### config.mk
export PLATFORM = sky130hd
export DESIGN_NAME = sar_adc_ctrl
export DESIGN_NICKNAME = d
export VERILOG_FILES = /design/src/rtl/sar_pkg.sv /design/src/rtl/sync_2ff.sv /design/src/rtl/sar_adc_ctrl.sv
export SDC_FILE = /design/constraint.sdc
export NUM_CORES = 1
export LEC_CHECK = 0
export CAP_MARGIN = 10
export CELL_PAD_IN_SITES_DETAIL_PLACEMENT = 0
export CELL_PAD_IN_SITES_GLOBAL_PLACEMENT = 1
export CORE_MARGIN = 4
export CORE_UTILIZATION = 37
export DETAILED_ROUTE_END_ITERATION = 10
export HOLD_SLACK_MARGIN = 0.06
export PLACE_DENSITY_LB_ADDON = 0.1
export SYNTH_ARGS = -nofsm -noshare
export SYNTH_HDL_FRONTEND = slang
export SYNTH_HIERARCHICAL = 1
export SYNTH_SLANG_ARGS = --single-unit
### constraint.sdc
create_clock -name clk -period 2.1 [get_ports clk]
set_input_delay 0.21 -clock clk [delete_from_list [all_inputs] [get_ports clk]]
set_output_delay 0.21 -clock clk [all_outputs]
set_load 0.1 [all_outputs]
### src/rtl/sar_pkg.sv
// Shared types and sizing helpers for the SAR ADC controller.
package sar_pkg;

    typedef enum logic [2:0] {
        IDLE,
        SAMPLE,
        SETTLE,
        DECIDE,
        DONE
    } sar_state_e;

    // Cycle counter must hold the longest per-phase count.
    function automatic int unsigned cnt_width(input int unsigned sample_cycles,
                                              input int unsigned settle_cycles);
        int unsigned longest;
        longest = (sample_cycles > settle_cycles) ? sample_cycles : settle_cycles;
        return $clog2(longest + 1);
    endfunction

    function automatic int unsigned idx_width(input int unsigned width);
        return $clog2(width);
    endfunction

endpackage

### src/rtl/sync_2ff.sv
// Two-flop synchronizer for a single asynchronous input, cleared by reset.
module sync_2ff (
    input  logic clk,
    input  logic reset,
    input  logic d,
    output logic q
);

    logic meta_q, meta_d;
    logic sync_q, sync_d;

    always_comb begin
        meta_d = d;
        sync_d = meta_q;
    end

    always_ff @(posedge clk) begin
        if (reset) begin
            meta_q <= 1'b0;
            sync_q <= 1'b0;
        end else begin
            meta_q <= meta_d;
            sync_q <= sync_d;
        end
    end

    assign q = sync_q;

endmodule

### src/rtl/sar_adc_ctrl.sv
// Successive-approximation controller: drives the resistor DAC, reads the
// comparator through a synchronizer and binary-searches a WIDTH-bit result.
module sar_adc_ctrl
    import sar_pkg::*;
#(
    parameter int unsigned WIDTH         = 8,
    parameter int unsigned SAMPLE_CYCLES = 2,
    parameter int unsigned SETTLE_CYCLES = 4
) (
    input  logic             clk,
    input  logic             reset,
    input  logic             start,
    input  logic             cmp_in,
    output logic             sample_en,
    output logic [WIDTH-1:0] dac_code,
    output logic             busy,
    output logic             done,
    output logic [WIDTH-1:0] result,
    output logic             result_valid
);

    localparam int unsigned CNT_W = cnt_width(SAMPLE_CYCLES, SETTLE_CYCLES);
    localparam int unsigned IDX_W = idx_width(WIDTH);
    localparam logic [CNT_W-1:0] SAMPLE_LAST = CNT_W'(SAMPLE_CYCLES - 1);
    localparam logic [CNT_W-1:0] SETTLE_LAST = CNT_W'(SETTLE_CYCLES - 1);
    localparam logic [IDX_W-1:0] IDX_MSB     = IDX_W'(WIDTH - 1);

    if (WIDTH < 2 || WIDTH > 12) begin : g_bad_width
        $error("sar_adc_ctrl: WIDTH must be in 2..12");
    end
    if (SAMPLE_CYCLES < 1) begin : g_bad_sample
        $error("sar_adc_ctrl: SAMPLE_CYCLES must be >= 1");
    end
    // The decision reads cmp_in two edges late, so one settle cycle would see the old DAC code.
    if (SETTLE_CYCLES < 2) begin : g_bad_settle
        $error("sar_adc_ctrl: SETTLE_CYCLES must be >= 2");
    end

    logic cmp_s;

    sync_2ff u_cmp_sync (
        .clk   (clk),
        .reset (reset),
        .d     (cmp_in),
        .q     (cmp_s)
    );

    sar_state_e       state_q, state_d;
    logic [CNT_W-1:0] cnt_q, cnt_d;
    logic [IDX_W-1:0] idx_q, idx_d;
    logic [WIDTH-1:0] acc_q, acc_d;
    logic [WIDTH-1:0] result_q, result_d;
    logic             result_valid_q, result_valid_d;
    logic             sample_en_q, sample_en_d;
    logic [WIDTH-1:0] dac_code_q, dac_code_d;
    logic             busy_q, busy_d;
    logic             done_q, done_d;

    always_comb begin
        state_d        = state_q;
        cnt_d          = cnt_q;
        idx_d          = idx_q;
        acc_d          = acc_q;
        result_d       = result_q;
        result_valid_d = result_valid_q;

        case (state_q)
            IDLE: begin
                if (start) begin
                    state_d = SAMPLE;
                    cnt_d   = '0;
                    idx_d   = IDX_MSB;
                    acc_d   = '0;
                end
            end
            SAMPLE: begin
                if (cnt_q == SAMPLE_LAST) begin
                    state_d = SETTLE;
                    cnt_d   = '0;
                end else begin
                    cnt_d = cnt_q + CNT_W'(1);
                end
            end
            SETTLE: begin
                if (cnt_q == SETTLE_LAST) begin
                    state_d = DECIDE;
                    cnt_d   = '0;
                end else begin
                    cnt_d = cnt_q + CNT_W'(1);
                end
            end
            DECIDE: begin
                acc_d[idx_q] = cmp_s;
                if (idx_q == '0) begin
                    state_d        = DONE;
                    result_d       = acc_d;
                    result_valid_d = 1'b1;
                end else begin
                    state_d = SETTLE;
                    idx_d   = idx_q - IDX_W'(1);
                end
            end
            DONE: begin
                state_d = IDLE;
            end
            default: begin
                state_d = IDLE;
            end
        endcase

        // Outputs are decoded from the next state so the registered pins track the state register.
        sample_en_d = (state_d == SAMPLE);
        busy_d      = (state_d != IDLE);
        done_d      = (state_d == DONE);
        case (state_d)
            SETTLE, DECIDE: dac_code_d = acc_d | (WIDTH'(1) << idx_d);
            DONE:           dac_code_d = result_d;
            default:        dac_code_d = '0;
        endcase
    end

    always_ff @(posedge clk) begin
        if (reset) begin
            state_q        <= IDLE;
            cnt_q          <= '0;
            idx_q          <= '0;
            acc_q          <= '0;
            result_q       <= '0;
            result_valid_q <= 1'b0;
            sample_en_q    <= 1'b0;
            dac_code_q     <= '0;
            busy_q         <= 1'b0;
            done_q         <= 1'b0;
        end else begin
            state_q        <= state_d;
            cnt_q          <= cnt_d;
            idx_q          <= idx_d;
            acc_q          <= acc_d;
            result_q       <= result_d;
            result_valid_q <= result_valid_d;
            sample_en_q    <= sample_en_d;
            dac_code_q     <= dac_code_d;
            busy_q         <= busy_d;
            done_q         <= done_d;
        end
    end

    assign sample_en    = sample_en_q;
    assign dac_code     = dac_code_q;
    assign busy         = busy_q;
    assign done         = done_q;
    assign result       = result_q;
    assign result_valid = result_valid_q;

endmodule

==> results of run 1 <==
[area by class of cell]
cell class                      count  area share [%]
Clock buffer                        7            3.18
Clock inverter                      1           0.208
Inverter                           11            1.72
Multi-Input combinational cell    152            43.8
Sequential cell                    39            32.5
Tap cell                           70            3.65
Timing Repair Buffer               47            15.0
[path summary, 6_finish.rpt]
kind | from | slack, ns | endpoint | cells after the start
setup / recovery | state_q[0] | 0.24 | dac_code[2] | 5
hold / removal | result[7] | 0.45 | result[7] | 2
setup reg to reg | state_q[0] | 0.24 | dac_code[2] | 5
hold reg to reg | result[7] | 0.45 | result[7] | 2
[stage by stage]
stage | cells | hold WS [ns] | cell area [sq um]
6_report | 327 | 0.446 | 2400
5_1_grt | 327 | 0.465 | 2400
4_1_cts | 327 | 0.447 | 2390
3_5_place_dp | 319 | 0.433 | 2310
3_3_place_gp | 319 | 0.425 | 2310
2_1_floorplan | 217 | 0.282 | 1930
[registers in the layout (all words and copies together), names as in the netlist]
| register | flops |
|---|---|
| result_valid | 1 |
| busy | 1 |
| done | 1 |
| dac_code | 8 |
| u_cmp_sync/meta_q | 1 |
| u_cmp_sync/q | 1 |
| sample_en | 1 |
| result | 8 |
| idx_q | 3 |
| state_q | 3 |
| cnt_q | 3 |
| acc_q | 8 |
[cells in the mapped netlist, drive strengths merged (5+ instances only)]
cell	n	area, sq um
a32oi	7	61.3
nand2	18	67.6
or2	8	50.1
clkbuf	9	33.8
buf	6	28.8
mux2i	15	150
dfxtp	39	781
nor2b	5	31.3
inv	11	41.3
o221ai	8	70.1
a21oi	13	76.3
nor2	16	60.1
ha	6	75.1
nor3	7	35.0
[layer usage]
| metal | wire [um] | vias up |
|---|---|---|
| met5 | 0 | - |
| met4 | 61 | 0 |
| met3 | 282 | 7 |
| met2 | 2250 | 46 |
| met1 | 2400 | 792 |
| li1 | - | 859 |
[power by group]
| group | total (uW) | switching [uW] | internal [uW] |
|---|---|---|---|
| Combinational | 298 | 178 | 119 |
| Sequential | 783 | 24.3 | 759 |
| Clock | 498 | 264 | 234 |
[worst max-delay path: cells and delay by family (launching register included)]
kind            cells  cell delay (ns)
compound gates      2             0.39
buf+inv             1             0.27
flops               1             0.54
mux                 1             0.09
simple gates        1             0.41
[timing repair]
item                                    4_1_cts  5_1_grt
endpoints found under the setup margin        0        9
resized for setup                             0        2
buffers inserted                              0        0
[cells by family (layout without fill, tap and decap cells)]
logic type | after synthesis | after routing | share of synthesized area, %
flip-flops | 39 | 39 | 40.5
XOR/XNOR | 1 | 1 | 0.454
AO/OA/AOI/OAI | 44 | 44 | 16.5
AND/OR/NAND/NOR | 83 | 83 | 23.8
adder cells (fa/ha/maj) | 6 | 6 | 3.89
buffers and inverters | 26 | 66 | 5.39
multiplexers | 18 | 18 | 9.54
==> flow_summary_export.csv, run 1 <==
group,metric,value,unit
timing,timing.final.crit_share,88.5,%
critical_path,cp_slowest_cell,"dfxtp_1",
timing,timing.final.crit_period,1.86,ns
drt,wl,5000,um
critical_path,slowest_delay,0.54,ns
drt,detail-route-antenna-nets,0,
power_and_ir_drop,leakage,0.00100,uW
cells_and_area,layout-drive-gt1-share,26.5,%
power_and_ir_drop,power_density,657,nW/um^2
cells_and_area,fin_nets,266,
critical_path,cp-start-kind,"flop",
drt,firstDrtPassIters,4,
global_route,overflow,0,
timing,fmax,0.538,GHz
drt,drc_errors,0,
floorplan,initial_core_util,38.0,%
drt,vias,1704,
floorplan,die_h,80.2,um
timing,worst_slew_margin_rel,63.5,%
synth,synth_edf_count,0,
global_route,use_met3,4.04,%
timing,rsz0062_at_grt,"false",
synth,mappedNetlistNets,227,
synth,syn_avg_cell_area,8.89,sq um
min_path,hp-class,"reg2reg",
floorplan,coreArea,5070,sq um
cells_and_area,antenna_cells,0,
job,drv_cap,0,
critical_path,crit_type,"reg2reg",
cells_and_area,final_common_cell,"buf_4",
clocking,clk_pin_slew,0.08,ns
synth,syn_inst,217,
place,hpwl,3670,um
synth,ys_ff_latch,39,
clocking,clock-sinks,39,
timing,hold_viol,0,
synth,yosysUniqueCellTypes,43,
cells_and_area,area_growth,24.6,%
power_and_ir_drop,ir_drop,0.405,mV
clocking,cts.path.max_buffers,2,
floorplan,ios,24,
cells_and_area,final_cell_mix,"44 x buf_4, 39 x dfxtp_1, 18 x nand2_1",
timing,maxSlewViolCount,0,
global_route,track_usage,17.0,%
timing,finalSetupViolations,0,
synth,synth-seq-area-share,40.5,%
drt,routedWlPerCell,15.3,um
critical_path,required,2.24,ns
clocking,htreeDepth,2,
timing,layout_setup_ws,0.241,ns
floorplan,num_rows,26,
global_route,grt_pass1_vias,1677,
clocking,clockRootBuffer,"clkbuf_8",
global_route,grt_start_max_net_pins,17,
timing,skew,0.00731,ns
global_route,busiest_layer,"met2",
status,status,"completed",
clocking,numCtsBuffers,5,
timing,tightest_slew,0.546,ns
critical_path,end_kind,"flop",
drt,vias_per_cell,5.21,
critical_path,cp.arrival,2.00,ns
timing,tns,0,ns
floorplan,dieArea,6430,sq um
critical_path,critical_path.cell_chain,"and3b_1, buf_4, mux2i_1, a32oi_1, o221ai_1",
synth,synth.cell_area,1930,sq um
floorplan,die_w,80.2,um
global_route,antenna_found_initial,0,
cells_and_area,multi_input_area,1050,sq um
cells_and_area,fin_util,47.3,%
drt,dr.first_iter.drc_count,113,
clocking,cts-hold-fix-buffers,0,
place,place_congestion,0.857,
synth,synthArstFlopShare,0,%
global_route,grt_pass1_wl,8410,um
place,pre_cts_slack,0.0899,ns
power_and_ir_drop,finalPower,1580,uW
cells_and_area,seq_area,781,sq um
synth,synthFlopType,"dfxtp_1",
critical_path,crit_fanout,12,
global_route,met2_usage,26.0,%
clocking,cts_tree,"built",
global_route,grtUsageMet1,23.3,%
cells_and_area,n_fill_cell,515,
place,io_buffers,23,
clocking,clock_latency,0.29,ns
synth,yosysWarnings,6,
(Power assumes the default switching activity.)
==> run 2: changes to the inputs <==
==> constraint.sdc (replaced) <==
create_clock -name clk -period 2.1 [get_ports clk]
set_input_delay 0.42 -clock clk [delete_from_list [all_inputs] [get_ports clk]]
set_output_delay 0.42 -clock clk [all_outputs]
set_load 0.1 [all_outputs]
==> flow_summary_export.csv, run 2 (same netlist as run 1, synthesis figures left out) <==
group,metric,value,unit
critical_path,crit_fanout,4,
floorplan,die_h,80.2,um
power_and_ir_drop,power_density,714,nW/um^2
floorplan,ios,24,
global_route,grt_pass1_vias,1664,
global_route,track_usage,16.5,%
timing,timing.final.crit_share,91.0,%
drt,routedWlPerCell,15.4,um
drt,wl,5010,um
floorplan,num_rows,26,
timing,finalSetupViolations,0,
clocking,numCtsBuffers,5,
floorplan,dieArea,6430,sq um
status,status,"completed",
place,postPlaceCellArea,2310,sq um
cells_and_area,final_cell_mix,"43 x buf_4, 39 x dfxtp_1, 18 x nand2_1",
drt,vias,1711,
critical_path,cp-startpoint,"idx_q[0]",
global_route,overflow,0,
critical_path,r2r_setup_slack,0.19,ns
cells_and_area,final_common_cell,"buf_4",
global_route,grt_start_max_net_pins,17,
floorplan,die_w,80.2,um
drt,vias_per_cell,5.25,
timing,skew,0.00860,ns
timing,layout_setup_ws,0.188,ns
critical_path,critical_path.cell_chain,"inv_1, ha_1, nor2b_1, nor3_1, buf_4, a32oi_1, o221ai_1",
floorplan,initial_core_util,38.0,%
place,pre_cts_slack,-0.0796,ns
drt,dr.first_iter.drc_count,89,
cells_and_area,layout.cells.non_filler,326,
place,dp_cells,318,
power_and_ir_drop,finalPower,1730,uW
place,io_buffers,23,
critical_path,reg2reg_to,"dac_code[0]",
clocking,cts_setup_buffers,0,
drt,firstDrtPassIters,4,
timing,hold_ws,0.444,ns
clocking,cts.path.max_buffers,2,
clocking,clock-sinks,39,
clocking,htreeDepth,2,
drt,detail-route-antenna-nets,0,
drt,drc_errors,0,
timing,hold_viol,0,
clocking,cts-hold-fix-buffers,0,
timing,tightest_slew,0.587,ns
cells_and_area,final_area,2430,sq um
min_path,hp-class,"reg2reg",
clocking,clock_latency,0.29,ns
timing,maxSlewViolCount,0,
power_and_ir_drop,leakage,0.00102,uW
critical_path,cp-start-kind,"flop",
clocking,clockRootBuffer,"clkbuf_8",
cells_and_area,layout-drive-gt1-share,27.0,%
clocking,clk_pin_slew,0.08,ns
floorplan,coreArea,5070,sq um
job,drv_cap,0,
critical_path,crit_type,"reg2reg",
timing,timing.final.crit_period,1.91,ns
critical_path,cp.arrival,2.06,ns
critical_path,cp_slowest_cell,"a32oi_1",
place,hpwl,3630,um
critical_path,end_kind,"flop",
cells_and_area,antenna_cells,0,
cells_and_area,area_growth,26.1,%
global_route,grt_pass1_wl,8170,um
place,place_congestion,0.860,
critical_path,r2r_start,"idx_q[0]",
critical_path,slowest_delay,0.45,ns
cells_and_area,fin_nets,265,
timing,fmax,0.523,GHz
global_route,antenna_found_initial,0,
timing,rsz0062_at_grt,"false",
power_and_ir_drop,ir_drop,0.272,mV
min_path,min_path_cells,2,
critical_path,required,2.25,ns
timing,worst_slew_margin_rel,60.8,%
critical_path,critPathCapture,"dac_code[0]",
critical_path,rr_worst_depth,7,
clocking,cts_tree,"built",
run 2: cell count changes in the layout (fill, tap and decap cells not counted), sizes merged:
| cell | change |
|---|---|
| buf | -1 |
| bufinv | +1 |
| clkbuf | -1 |
run 2: how the worst min path moves through the flow:
stage / slack (ns) / startpoint / endpoint
detailed placement: 0.44 / result[6] / result[6]
CTS: 0.45 / result[6] / result[6]
global route: 0.47 / result[5] / result[5]
finish: 0.44 / result[6] / result[6]
global placement: 0.43 / u_cmp_sync/meta_q / u_cmp_sync/q
floorplan: 0.41 / u_cmp_sync/meta_q / u_cmp_sync/q
run 2: metrics by stage:
step / utilization, % / setup TNS (ns)
2_1_floorplan: - / 0
3_3_place_gp: 45.4 / -0.500
3_5_place_dp: 45.4 / -0.525
4_1_cts: 47.8 / 0
5_1_grt: 47.9 / 0
6_report: 47.9 / 0
run 2: critical path: cells and delay by family, from the launching register on:
kind / cells / cell delay [ns]
fa+ha+maj: 1 / 0.21
flops: 1 / 0.33
buf+inv: 2 / 0.23
compound gates: 2 / 0.66
simple gates: 2 / 0.34
run 2: metal layers:
layer	vias to the layer above	part of all wire (%)	global-route usage, %
li1	851	-	-
met1	787	47	21.8
met2	65	45	25.6
met3	8	6.9	4.71
met4	0	1.2	5.41
met5	-	0	0
run 2: cell type report:
class                   count  area [sq um]
fillers                   522          2640
flip-flops and latches     39           781
well taps                  70          87.6
inverters                  11          41.3
repair buffers             46           353
multi-input cells         152          1050
clock inverters             2          35.0
clock buffers               6          82.6
run 2: timing repair:
item,in CTS,in global routing
resized for setup,0,2
setup endpoints to repair,0,9
hold endpoints to repair,0,0
run 2: power by group:
group	switching, uW	internal [uW]
Sequential	26.0	759
Clock	270	385
Combinational	178	118
